<file path="config.mk">
export PLATFORM = sky130hd
export DESIGN_NAME = cache_access_ctrl
export DESIGN_NICKNAME = d
export VERILOG_FILES = /design/src/rtl/cache_access_ctrl.sv
export SDC_FILE = /design/constraint.sdc
export NUM_CORES = 1
export LEC_CHECK = 0
export ABC_CLOCK_PERIOD_IN_PS = 19360
export CORE_ASPECT_RATIO = 1.2
export CORE_MARGIN = 8
export CORE_UTILIZATION = 30
export CTS_CLUSTER_DIAMETER = 150
export DETAILED_ROUTE_END_ITERATION = 7
export GPL_TIMING_DRIVEN = 1
export PLACE_DENSITY_LB_ADDON = 0.25
export SLEW_MARGIN = 0
export SYNTH_ARGS = -nofsm -noshare
export SYNTH_HDL_FRONTEND = slang
export SYNTH_SLANG_ARGS = --single-unit
</file>
<file path="constraint.sdc">
create_clock -name clk -period 19.36 [get_ports clk]
set_input_delay 2.904 -clock clk [delete_from_list [all_inputs] [get_ports clk]]
set_output_delay 2.904 -clock clk [all_outputs]
set_load 0.02 [all_outputs]
</file>
<file path="src/rtl/cache_access_ctrl.sv">
// Round-robin front end for the shared word cache and backing RAM: lookup, dirty writeback, refill, replay.
// Hit: req sampled -> ack 3 cycles later; requesters hold req until ack, extra requests wait in place.
module cache_access_ctrl #(
  parameter int AW      = 32,
  parameter int DW      = 32,
  parameter int TIMEOUT = 255,
  parameter int CW      = 32
) (
  input  logic          clk,
  input  logic          rst,
  input  logic          i_req,
  input  logic [AW-1:0] i_addr,
  output logic          i_ack,
  output logic [DW-1:0] i_rdata,
  input  logic          d_req,
  input  logic          d_rw,
  input  logic [AW-1:0] d_addr,
  input  logic [DW-1:0] d_wdata,
  output logic          d_ack,
  output logic [DW-1:0] d_rdata,
  output logic          c_en,
  output logic [AW-1:0] c_addr,
  output logic          c_rw,
  output logic [DW-1:0] c_wdata,
  input  logic          c_hit,
  input  logic          c_dirty,
  input  logic [AW-1:0] c_victim_addr,
  input  logic [DW-1:0] c_rdata,
  output logic          c_fill,
  output logic          m_req,
  output logic          m_we,
  output logic [AW-1:0] m_addr,
  input  logic          m_ack,
  output logic          err,
  output logic [CW-1:0] hit_cnt,
  output logic [CW-1:0] miss_cnt
);

  localparam int TW = (TIMEOUT < 2) ? 1 : $clog2(TIMEOUT + 1);

  typedef enum logic [2:0] {IDLE, LOOKUP, CHECK, WB, REFILL, FILL, RESP} state_t;

  state_t        state, state_n;
  logic          sel_d;
  logic          last_d;
  logic          blk_i, blk_d;
  logic [AW-1:0] addr_q;
  logic          rw_q;
  logic [DW-1:0] wdata_q;
  logic [AW-1:0] victim_q;
  logic          replay;
  logic [TW-1:0] tcnt;

  logic          grant_v, grant_d, conflict;
  logic          req_i, req_d;
  logic          resp_ld, set_err;
  logic [DW-1:0] resp_val;
  logic          tmo;

  assign req_i = i_req & ~blk_i;
  assign req_d = d_req & ~blk_d;
  assign tmo   = (tcnt == TW'(TIMEOUT)) & ~m_ack;

  always_comb begin
    state_n  = state;
    grant_v  = 1'b0;
    grant_d  = 1'b0;
    conflict = 1'b0;
    resp_ld  = 1'b0;
    resp_val = c_rdata;
    set_err  = 1'b0;
    case (state)
      IDLE: begin
        if (req_i && req_d) begin
          grant_v  = 1'b1;
          grant_d  = ~last_d;
          conflict = 1'b1;
        end else if (req_i || req_d) begin
          grant_v = 1'b1;
          grant_d = req_d;
        end
        if (grant_v) state_n = LOOKUP;
      end
      LOOKUP: state_n = CHECK;
      CHECK: begin
        if (c_hit) begin
          resp_ld = 1'b1;
          state_n = RESP;
        end else if (replay) begin
          // refilled line still misses: give up on this access
          resp_ld  = 1'b1;
          resp_val = '0;
          set_err  = 1'b1;
          state_n  = RESP;
        end else if (c_dirty) begin
          state_n = WB;
        end else begin
          state_n = REFILL;
        end
      end
      WB, REFILL: begin
        if (m_ack) begin
          state_n = (state == WB) ? REFILL : FILL;
        end else if (tmo) begin
          resp_ld  = 1'b1;
          resp_val = '0;
          set_err  = 1'b1;
          state_n  = RESP;
        end
      end
      FILL:    state_n = LOOKUP;
      RESP:    state_n = IDLE;
      default: state_n = IDLE;
    endcase
  end

  always_ff @(posedge clk or posedge rst) begin
    if (rst) begin
      state    <= IDLE;
      sel_d    <= 1'b0;
      last_d   <= 1'b1;
      blk_i    <= 1'b0;
      blk_d    <= 1'b0;
      addr_q   <= '0;
      rw_q     <= 1'b0;
      wdata_q  <= '0;
      victim_q <= '0;
      replay   <= 1'b0;
      tcnt     <= '0;
      err      <= 1'b0;
      hit_cnt  <= '0;
      miss_cnt <= '0;
      i_rdata  <= '0;
      d_rdata  <= '0;
    end else begin
      state <= state_n;
      // just-acked requester still shows req for one cycle; keep it out of arbitration
      blk_i <= (state == RESP) & ~sel_d;
      blk_d <= (state == RESP) & sel_d;
      tcnt  <= (state_n != state) ? '0 : tcnt + TW'(1);
      if (grant_v) begin
        sel_d   <= grant_d;
        addr_q  <= grant_d ? d_addr : i_addr;
        rw_q    <= grant_d & d_rw;
        wdata_q <= grant_d ? d_wdata : '0;
        replay  <= 1'b0;
        if (conflict) last_d <= grant_d;
      end
      if (state == CHECK) begin
        victim_q <= c_victim_addr;
        if (!replay) begin
          if (c_hit) hit_cnt  <= hit_cnt + CW'(1);
          else       miss_cnt <= miss_cnt + CW'(1);
        end
      end
      if (state == FILL) replay <= 1'b1;
      if (set_err) err <= 1'b1;
      if (resp_ld) begin
        if (sel_d) d_rdata <= resp_val;
        else       i_rdata <= resp_val;
      end
    end
  end

  always_comb begin
    c_en    = (state == LOOKUP);
    c_addr  = addr_q;
    c_rw    = (state == LOOKUP) & rw_q;
    c_wdata = wdata_q;
    c_fill  = (state == FILL);
    m_req   = (state == WB) || (state == REFILL);
    m_we    = (state == WB);
    m_addr  = '0;
    if (state == WB)     m_addr = {victim_q[AW-1:4], 4'b0000};
    if (state == REFILL) m_addr = {addr_q[AW-1:4], 4'b0000};
    i_ack   = (state == RESP) & ~sel_d;
    d_ack   = (state == RESP) & sel_d;
  end

endmodule

</file>
==> results_dict.tcl, run 1 <==
set metrics [dict create \
    path_cells "clkinv_1, nor3_1, and2_1, clkdlybuf4s50_1" \
    yosys-top-cells-area "dfrtp_1, mux2_2, a22o_1" \
    fillers 3160 \
    routed-via-count 8124 \
    cts_sinks 238 \
    hold_violations 0 \
    place_area_um2 14820 \
    status "completed" \
    drtIter0Drc 364 \
    worstSkewPairLatency_ps 540 \
    synth.most_common_cell "dfrtp_1" \
    syn-cell-area_um2 10430 \
    path_delay_family "buffers and inverters" \
    diodes 0 \
    end_kind "primary output" \
    ys_seq_area_share_pct 57.10 \
    yosysUniqueCellTypes 50 \
    critical_path_depth 4 \
    hpwlAfterDp_mm 23.23 \
    cap_violations 0 \
    cpMaxStageDelayCell "dfrtp_1" \
    holdPathStages 1 \
    synth_top_area_share_pct 56.85 \
    initial_utilization_pct 30.13 \
    vias_per_cell 4.776 \
    slowest_delay_ps 640 \
    rows 75 \
    postCtsResizedCells 0 \
    place_ws_ps 13890 \
    timing.hold.ws_ps 468.3 \
    rr_worst_depth 6 \
    numPortBuffers 391 \
    drive_gt1_share_pct 13.48 \
    fin_crit_sh_pct 30.79 \
    min_period_ps 5962 \
    p_leak_nw 6.707 \
    critPathArrivalTime_ps 3060 \
    antenna_found_initial 2 \
    synth-seq-cells 238 \
    fin_area_um2 15800 \
    slew_viol_final 0 \
    cts_max_level 1 \
    area_delta_synth_final_pct 51.44 \
    core-area_um2 34630 \
    clkTransAtPathRegs_ps 60 \
    grt_pass1_wl_mm 51.35 \
    cts_root_buffer "clkbuf_16" \
    max_freq_ghz 0.1677 \
    power.total_mw 2.319 \
    gp_congestion 0.7584 \
    cp.required_ps 16460 \
    netlist_instances 842 \
    dieArea_um2 41020 \
    setup_tns_ps 0 \
    rsz0062_at_grt "false" \
    cts_setup_buffers 0 \
    synth_top_cell_by_area "dfrtp_1" \
    grt_max_degree 105 \
    fin_ws_ps 13400 \
    clockBufferDepth 3 \
    grt_pass1_vias 8837 \
    worst_clock_skew_ps 14.84 \
    slew_headroom_pct 34.55 \
    firstDrtPassIters 5 \
    postSynth.asyncResetShare_pct 100.0 \
    route.detailed.drc 0 \
    setup_violations 0 \
    power_density_nw_per_um2 146.8 \
    worstHoldPathType "reg2reg" \
    avgSynthCellArea_um2 12.39 \
    synth_top_flop_cell "dfrtp_1" \
    path_buf_inv 2 \
    cts_inserted_buffers 27 \
    overflow 0 \
    cp-start-kind "flop" \
    yosysWarnings 0 \
    wire_per_inst_um 19.17 \
    ioPinCount 400 \
    wirelength_mm 32.62 \
    max-vdd-ir-drop_mv 0.06231 \
    die_w_um 186.2 \
    holdBufCountCts 0 \
    layout.nets 1390 \
    cts_tree "yes" \
    synth-edff-count 0 \
    cp_max_fo 15 \
    die-height_um 220.3 \
    antenna_left 0 \
    worst-setup-path-type "reg2out" \
    grt_usage_pct 15.82 \
    tightest_slew_ps 981.7 \
    ys_top_cells_by_count "dfrtp_1, mux2_2, a22o_1" \
]
## logic make-up (layout without fill, tap and decap cells)
| group | count (synthesis) | in the layout | synth area share (%) |
|---|---|---|---|
| xor gates and xnor gates | 69 | 69 | 5.793 |
| other | 1 | 4 | 0.03595 |
| DFF | 238 | 238 | 57.10 |
| buffers and inverters | 62 | 456 | 2.662 |
| AOI/OAI and AO/OA | 114 | 114 | 7.951 |
| and+or+nand+nor | 229 | 229 | 12.88 |
| adders and majority gates | 3 | 3 | 0.3598 |
| muxes | 126 | 126 | 13.22 |
## per-layer routing
metal | vias to the layer above | part of all wire, % | GRT usage [%]
met5 | - | 0.098 | 0
met4 | 4 | 2.3 | 4.769
met3 | 48 | 9.7 | 5.634
met2 | 307 | 49 | 27.12
met1 | 3975 | 39 | 18.24
li1 | 3790 | - | -
## power breakdown
part           internal [mW]  switching, mW  total [mW]
Sequential             0.671          0.117       0.789
Combinational          0.484          0.483       0.968
Clock                  0.351          0.212       0.563
Total                   1.51          0.812        2.32
## metrics by stage
stage | utilization, % | std cells
after detailed placement | 42.80 | 1652
after CTS | 45.63 | 1701
after global placement | 42.80 | 1652
after global routing | 45.63 | 1701
final | 45.63 | 1701
after floorplan | - | 845
## placed cells by master (no fill, tap or decap), drive strengths merged, types with 28 or more instances in the layout
cell type / instances
mux2i: 32
clkdlybuf4s50: 391
mux2: 94
o21ai: 37
xor2: 32
xnor2: 37
nand2: 57
and3: 44
a22o: 61
nand3: 28
clkbuf: 34
dfrtp: 237
## registers in the layout, summed over array words and instances (netlist names), 3 cells and up
| register | cells |
|---|---|
| c_addr | 32 |
| c_wdata | 32 |
| d_rdata | 32 |
| hit_cnt | 32 |
| i_rdata | 32 |
| miss_cnt | 32 |
| state | 3 |
| tcnt | 8 |
| victim_q | 28 |
## worst reg2reg max path: cells and delay by family, from the launching register on
family | cells | cell delay [ps]
DFF | 1 | 670
AOI/OAI and AO/OA | 2 | 360
buffers and inverters | 2 | 740
muxes | 1 | 410
and+or+nand+nor | 1 | 770
## layout make-up
| class | count | area, µm² | area share [%] |
|---|---|---|---|
| flip-flops and latches | 238 | 5957 | 37.70 |
| well taps | 462 | 578.1 | 3.659 |
| clock buffers | 34 | 742.0 | 4.696 |
| inverters | 5 | 26.28 | 0.1663 |
| repair buffers | 402 | 3996 | 25.29 |
| multi-input cells | 545 | 4262 | 26.97 |
| clock inverters | 15 | 237.7 | 1.505 |
## final timing paths
kind / start / end / slack, ps
min in group asynchronous: rst / i_rdata[3] / 2900
max: state[0] / c_rw / 13400
max reg2reg: state[1] / i_rdata[9] / 16300
min reg2reg: err / err / 470
max in group asynchronous: rst / c_addr[16] / 14930
min: err / err / 470
No activity file was read; power rests on OpenSTA's default activity.
==> inputs of run 2 (changes only) <==
- ABC_CLOCK_PERIOD_IN_PS: 19360 -> 5620
- clock period: 19.36 -> 5.62 ns (I/O delays scaled with it)
==> results_dict.tcl, run 2 (synthesis gave the netlist of run 1 again) <==
set metrics [dict create \
    status "completed" \
    regArea_um2 5957 \
    holdPathStages 1 \
    rows 75 \
    cp_max_fo 15 \
    clockBufferDepth 3 \
    rrSetupSlack_ps 2340 \
    layout.nets 1391 \
    firstDrtPassIters 4 \
    grt_pass1_wl_mm 50.10 \
    worst-setup-path-type "reg2out" \
    drtIter0Drc 341 \
    worstHoldPathType "reg2reg" \
    antenna_found_initial 3 \
    p_leak_nw 6.679 \
    grt_max_degree 157 \
    cp.required_ps 4780 \
    routed-via-count 8005 \
    slew_viol_final 0 \
    min_to "miss_cnt[31]" \
    cp-start-kind "flop" \
    rr_worst_depth 7 \
    power_density_nw_per_um2 498.3 \
    grt_pass1_vias 8529 \
    reg2reg_from "state[2]" \
    wirelength_mm 32.92 \
    hpwlAfterDp_mm 23.72 \
    final_util_pct 45.45 \
    cts_setup_buffers 0 \
    cts_root_buffer "clkbuf_16" \
    cap_violations 0 \
    worst_clock_skew_ps 13.16 \
    vias_per_cell 4.701 \
    final_cell_mix "clkdlybuf4s50_1, dfrtp_1, mux2_2" \
    max-vdd-ir-drop_mv 0.2753 \
    holdBufCountCts 0 \
    route.detailed.drc 0 \
    clkTransAtPathRegs_ps 60 \
    numPortBuffers 391 \
    slew_headroom_pct 36.45 \
    cts_sinks 238 \
    grt_usage_pct 15.51 \
    place_ws_ps 1893 \
    fin_ws_ps 1754 \
    setup_tns_ps 0 \
    min_period_ps 3866 \
    cts_tree "yes" \
    cts_max_level 1 \
    initial_utilization_pct 30.13 \
    area_delta_synth_final_pct 50.85 \
    core-area_um2 34630 \
    end_kind "primary output" \
    hold_violations 0 \
    worstSkewPairLatency_ps 540 \
    layout_commonest_cell "clkdlybuf4s50_1" \
    postCtsResizedCells 0 \
    tightest_slew_ps 953.2 \
    setup_violations 0 \
    fillers 3237 \
    wire_per_inst_um 19.33 \
    hold_start "miss_cnt[31]" \
    die-height_um 220.3 \
    gp_congestion 0.7357 \
    critPathArrivalTime_ps 3020 \
    rsz0062_at_grt "false" \
    ioPinCount 400 \
    die_w_um 186.2 \
    max_freq_ghz 0.2587 \
    fin_crit_sh_pct 68.79 \
    cts_inserted_buffers 27 \
    r2r-end "d_rdata[5]" \
    overflow 0 \
    drive_gt1_share_pct 13.23 \
    dieArea_um2 41020 \
    antenna_left 0 \
    multi_input_area_um2 4260 \
]
run 2: cell types whose count changed in the layout (fill, tap and decap cells not counted), sizes merged:
cell	delta
clkinv	+1
inv	-1
bufinv	-4
clkinvlp	-1
buf	+1
clkbuf	+5
diode	+1
run 2: worst max-delay path by stage:
| stage | slack, ps | endpoint | from |
|---|---|---|---|
| after global routing | 1520 | c_rw | state[0] |
| after detailed placement | 1890 | d_rdata[5] | m_ack |
| after floorplan | 1660 | blk_d | rst |
| after global placement | 1860 | i_rdata[7] | m_ack |
| final | 1750 | c_rw | state[0] |
| after CTS | 1640 | c_rw | state[0] |
run 2: cell type report:
type | instances | area share, %
repair buffers | 403 | 25.60
flip-flops and latches | 238 | 37.85
multi-input cells | 545 | 27.07
well taps | 462 | 3.673
clock inverters | 10 | 0.6837
inverters | 5 | 0.1431
clock buffers | 39 | 4.961
diodes | 1 | 0.01590
run 2: power by group:
part,leakage (nW),switching (mW),internal [mW]
Sequential,3.03,0.417,2.31
Combinational,3.20,1.67,1.67
Clock,0.443,0.710,1.05
run 2: critical path: stages, from the launching register on:
cell             delay [ps]
dfrtp_1                 640
clkinv_1                400
nor3_1                  620
and2_1                  210
clkdlybuf4s50_1         630
run 2: stage by stage:
step | hold slack (ps) | instance area, µm² | cells | power (mW)
6_report | 478.4 | 15740 | 1703 | 7.841
2_1_floorplan | 464.5 | 10450 | 845 | 4.506
4_1_cts | 477.1 | 15740 | 1702 | 7.983
5_1_grt | 486.8 | 15740 | 1703 | 8.300
3_5_place_dp | 463.6 | 14850 | 1653 | 6.161
3_3_place_gp | 453.5 | 14850 | 1653 | 6.120
run 2: routing by layer:
metal  wire, µm  global-route usage [%]  part of all wire [%]  up-vias
li1           -                       -                     -     3789
met1      12980                   18.07                    39     3867
met2      15800                   25.90                    48      299
met4        750                   4.875                   2.3        4
met3       3358                   6.061                    10       46
met5         27                       0                 0.082        -
==> inputs of run 3 (changes only) <==
- ABC_CLOCK_PERIOD_IN_PS: 5620 -> 3400
- clock period: 5.62 -> 3.4 ns (I/O delays scaled with it)
==> results_dict.tcl, run 3 (synthesis gave the netlist of run 1 again) <==
set metrics [dict create \
    path_buf_inv 2 \
    setup_tns_ps 0 \
    min_to "err" \
    wire_per_inst_um 19.32 \
    slowest_delay_ps 650 \
    setup_violations 0 \
    crit_start "state[1]" \
    cp-start-kind "flop" \
    rr_worst_depth 5 \
    grt_max_degree 129 \
    final_cell_mix "clkdlybuf4s50_1, dfrtp_1, mux2_2" \
    ioPinCount 400 \
    fillers 3200 \
    cap_violations 0 \
    min_period_ps 3221 \
    initial_utilization_pct 30.13 \
    holdBufCountCts 0 \
    grt_usage_pct 15.98 \
    holdPathStages 1 \
    clkTransAtPathRegs_ps 60 \
    regArea_um2 5957 \
    antenna_found_initial 0 \
    hold_start "err" \
    grt_pass1_vias 8718 \
    critPathArrivalTime_ps 2710 \
    slew_viol_final 0 \
    max-vdd-ir-drop_mv 0.4081 \
    gp_congestion 0.7475 \
    dieArea_um2 41020 \
    status "completed" \
    p_leak_nw 6.745 \
    reg2reg_from "state[2]" \
    layout.nets 1402 \
    fin_ws_ps 178.7 \
    cts_max_level 1 \
    worstSkewPairLatency_ps 540 \
    vias_per_cell 4.748 \
    rsz0062_at_grt "false" \
    overflow 0 \
    clockBufferDepth 3 \
    final_util_pct 45.80 \
    routed-via-count 8119 \
    rrSetupSlack_ps 730 \
    postCtsResizedCells 0 \
    fin_crit_sh_pct 94.74 \
    cts_root_buffer "clkbuf_16" \
    worstHoldPathType "reg2reg" \
    max_freq_ghz 0.3104 \
    multi_input_area_um2 4260 \
    drive_gt1_share_pct 14.02 \
    cp.required_ps 2890 \
    numPortBuffers 391 \
    die_w_um 186.2 \
    cts_sinks 238 \
    route.detailed.drc 0 \
    slew_headroom_pct 48.42 \
    diodes 0 \
    wirelength_mm 33.03 \
    cts_tree "yes" \
    r2r-end "hit_cnt[16]" \
    place_ws_ps 693.9 \
    antenna_left 0 \
    core-area_um2 34630 \
    place_area_um2 14990 \
    cts_setup_buffers 0 \
    firstDrtPassIters 4 \
    path_delay_family "buffers and inverters" \
    rows 75 \
    cts_inserted_buffers 26 \
    tightest_slew_ps 771.4 \
    grt_pass1_wl_mm 51.58 \
    worst-setup-path-type "reg2out" \
    layout_commonest_cell "clkdlybuf4s50_1" \
    cp_max_fo 32 \
    power_density_nw_per_um2 822.3 \
    die-height_um 220.3 \
    fin_area_um2 15860 \
    cpMaxStageDelayCell "dfrtp_1" \
    end_kind "primary output" \
    worst_clock_skew_ps 10.06 \
    hold_violations 0 \
    path_cells "and3b_1, buf_4, a22o_1, clkdlybuf4s50_1" \
    area_delta_synth_final_pct 52.00 \
    drtIter0Drc 408 \
    hpwlAfterDp_mm 23.56 \
]
run 3: cell count changes in the layout (fill, tap and decap cells not counted), sizes merged:
cell / before / now
clkinvlp: 1 / 2
inv: 4 / 3
clkinv: 8 / 7
clkbuf: 39 / 36
diode: 1 / 0
buf: 12 / 24
run 3: final cells by class:
type                    count  share of cell area (%)
inverters                   5                  0.1420
flip-flops and latches    238                   37.57
multi-input cells         545                   26.87
clock buffers              36                   4.852
repair buffers            415                   26.29
well taps                 462                   3.645
clock inverters             9                  0.6391
run 3: worst max path at each step:
stage                             end  slack (ps)  cells after the start
after floorplan                 blk_d        -230                      1
after global placement    i_rdata[24]         700                      6
after detailed placement  hit_cnt[16]         690                      4
after CTS                   m_addr[8]         140                      4
after global routing        m_addr[8]          30                      4
final                       m_addr[8]         180                      4
run 3: through the flow:
step                instances  power [mW]  hold slack, ps
global route             1710       13.83           499.7
detailed placement       1665       10.27           455.0
finish                   1710       13.04           465.7
global placement         1665       10.22           452.4
floorplan                 845       7.449           464.5
CTS                      1710       13.28           473.4
run 3: layer usage:
layer | track usage [%] | vias to the layer above | wire [µm]
li1 | - | 3815 | -
met1 | 18.90 | 3965 | 12890
met2 | 26.51 | 296 | 15890
met3 | 6.225 | 43 | 3481
met4 | 4.690 | 0 | 774
met5 | 0 | - | 0
run 3: power breakdown:
part	switching [mW]	internal (mW)
Clock	1.18	1.72
Combinational	2.79	2.85
Sequential	0.672	3.82
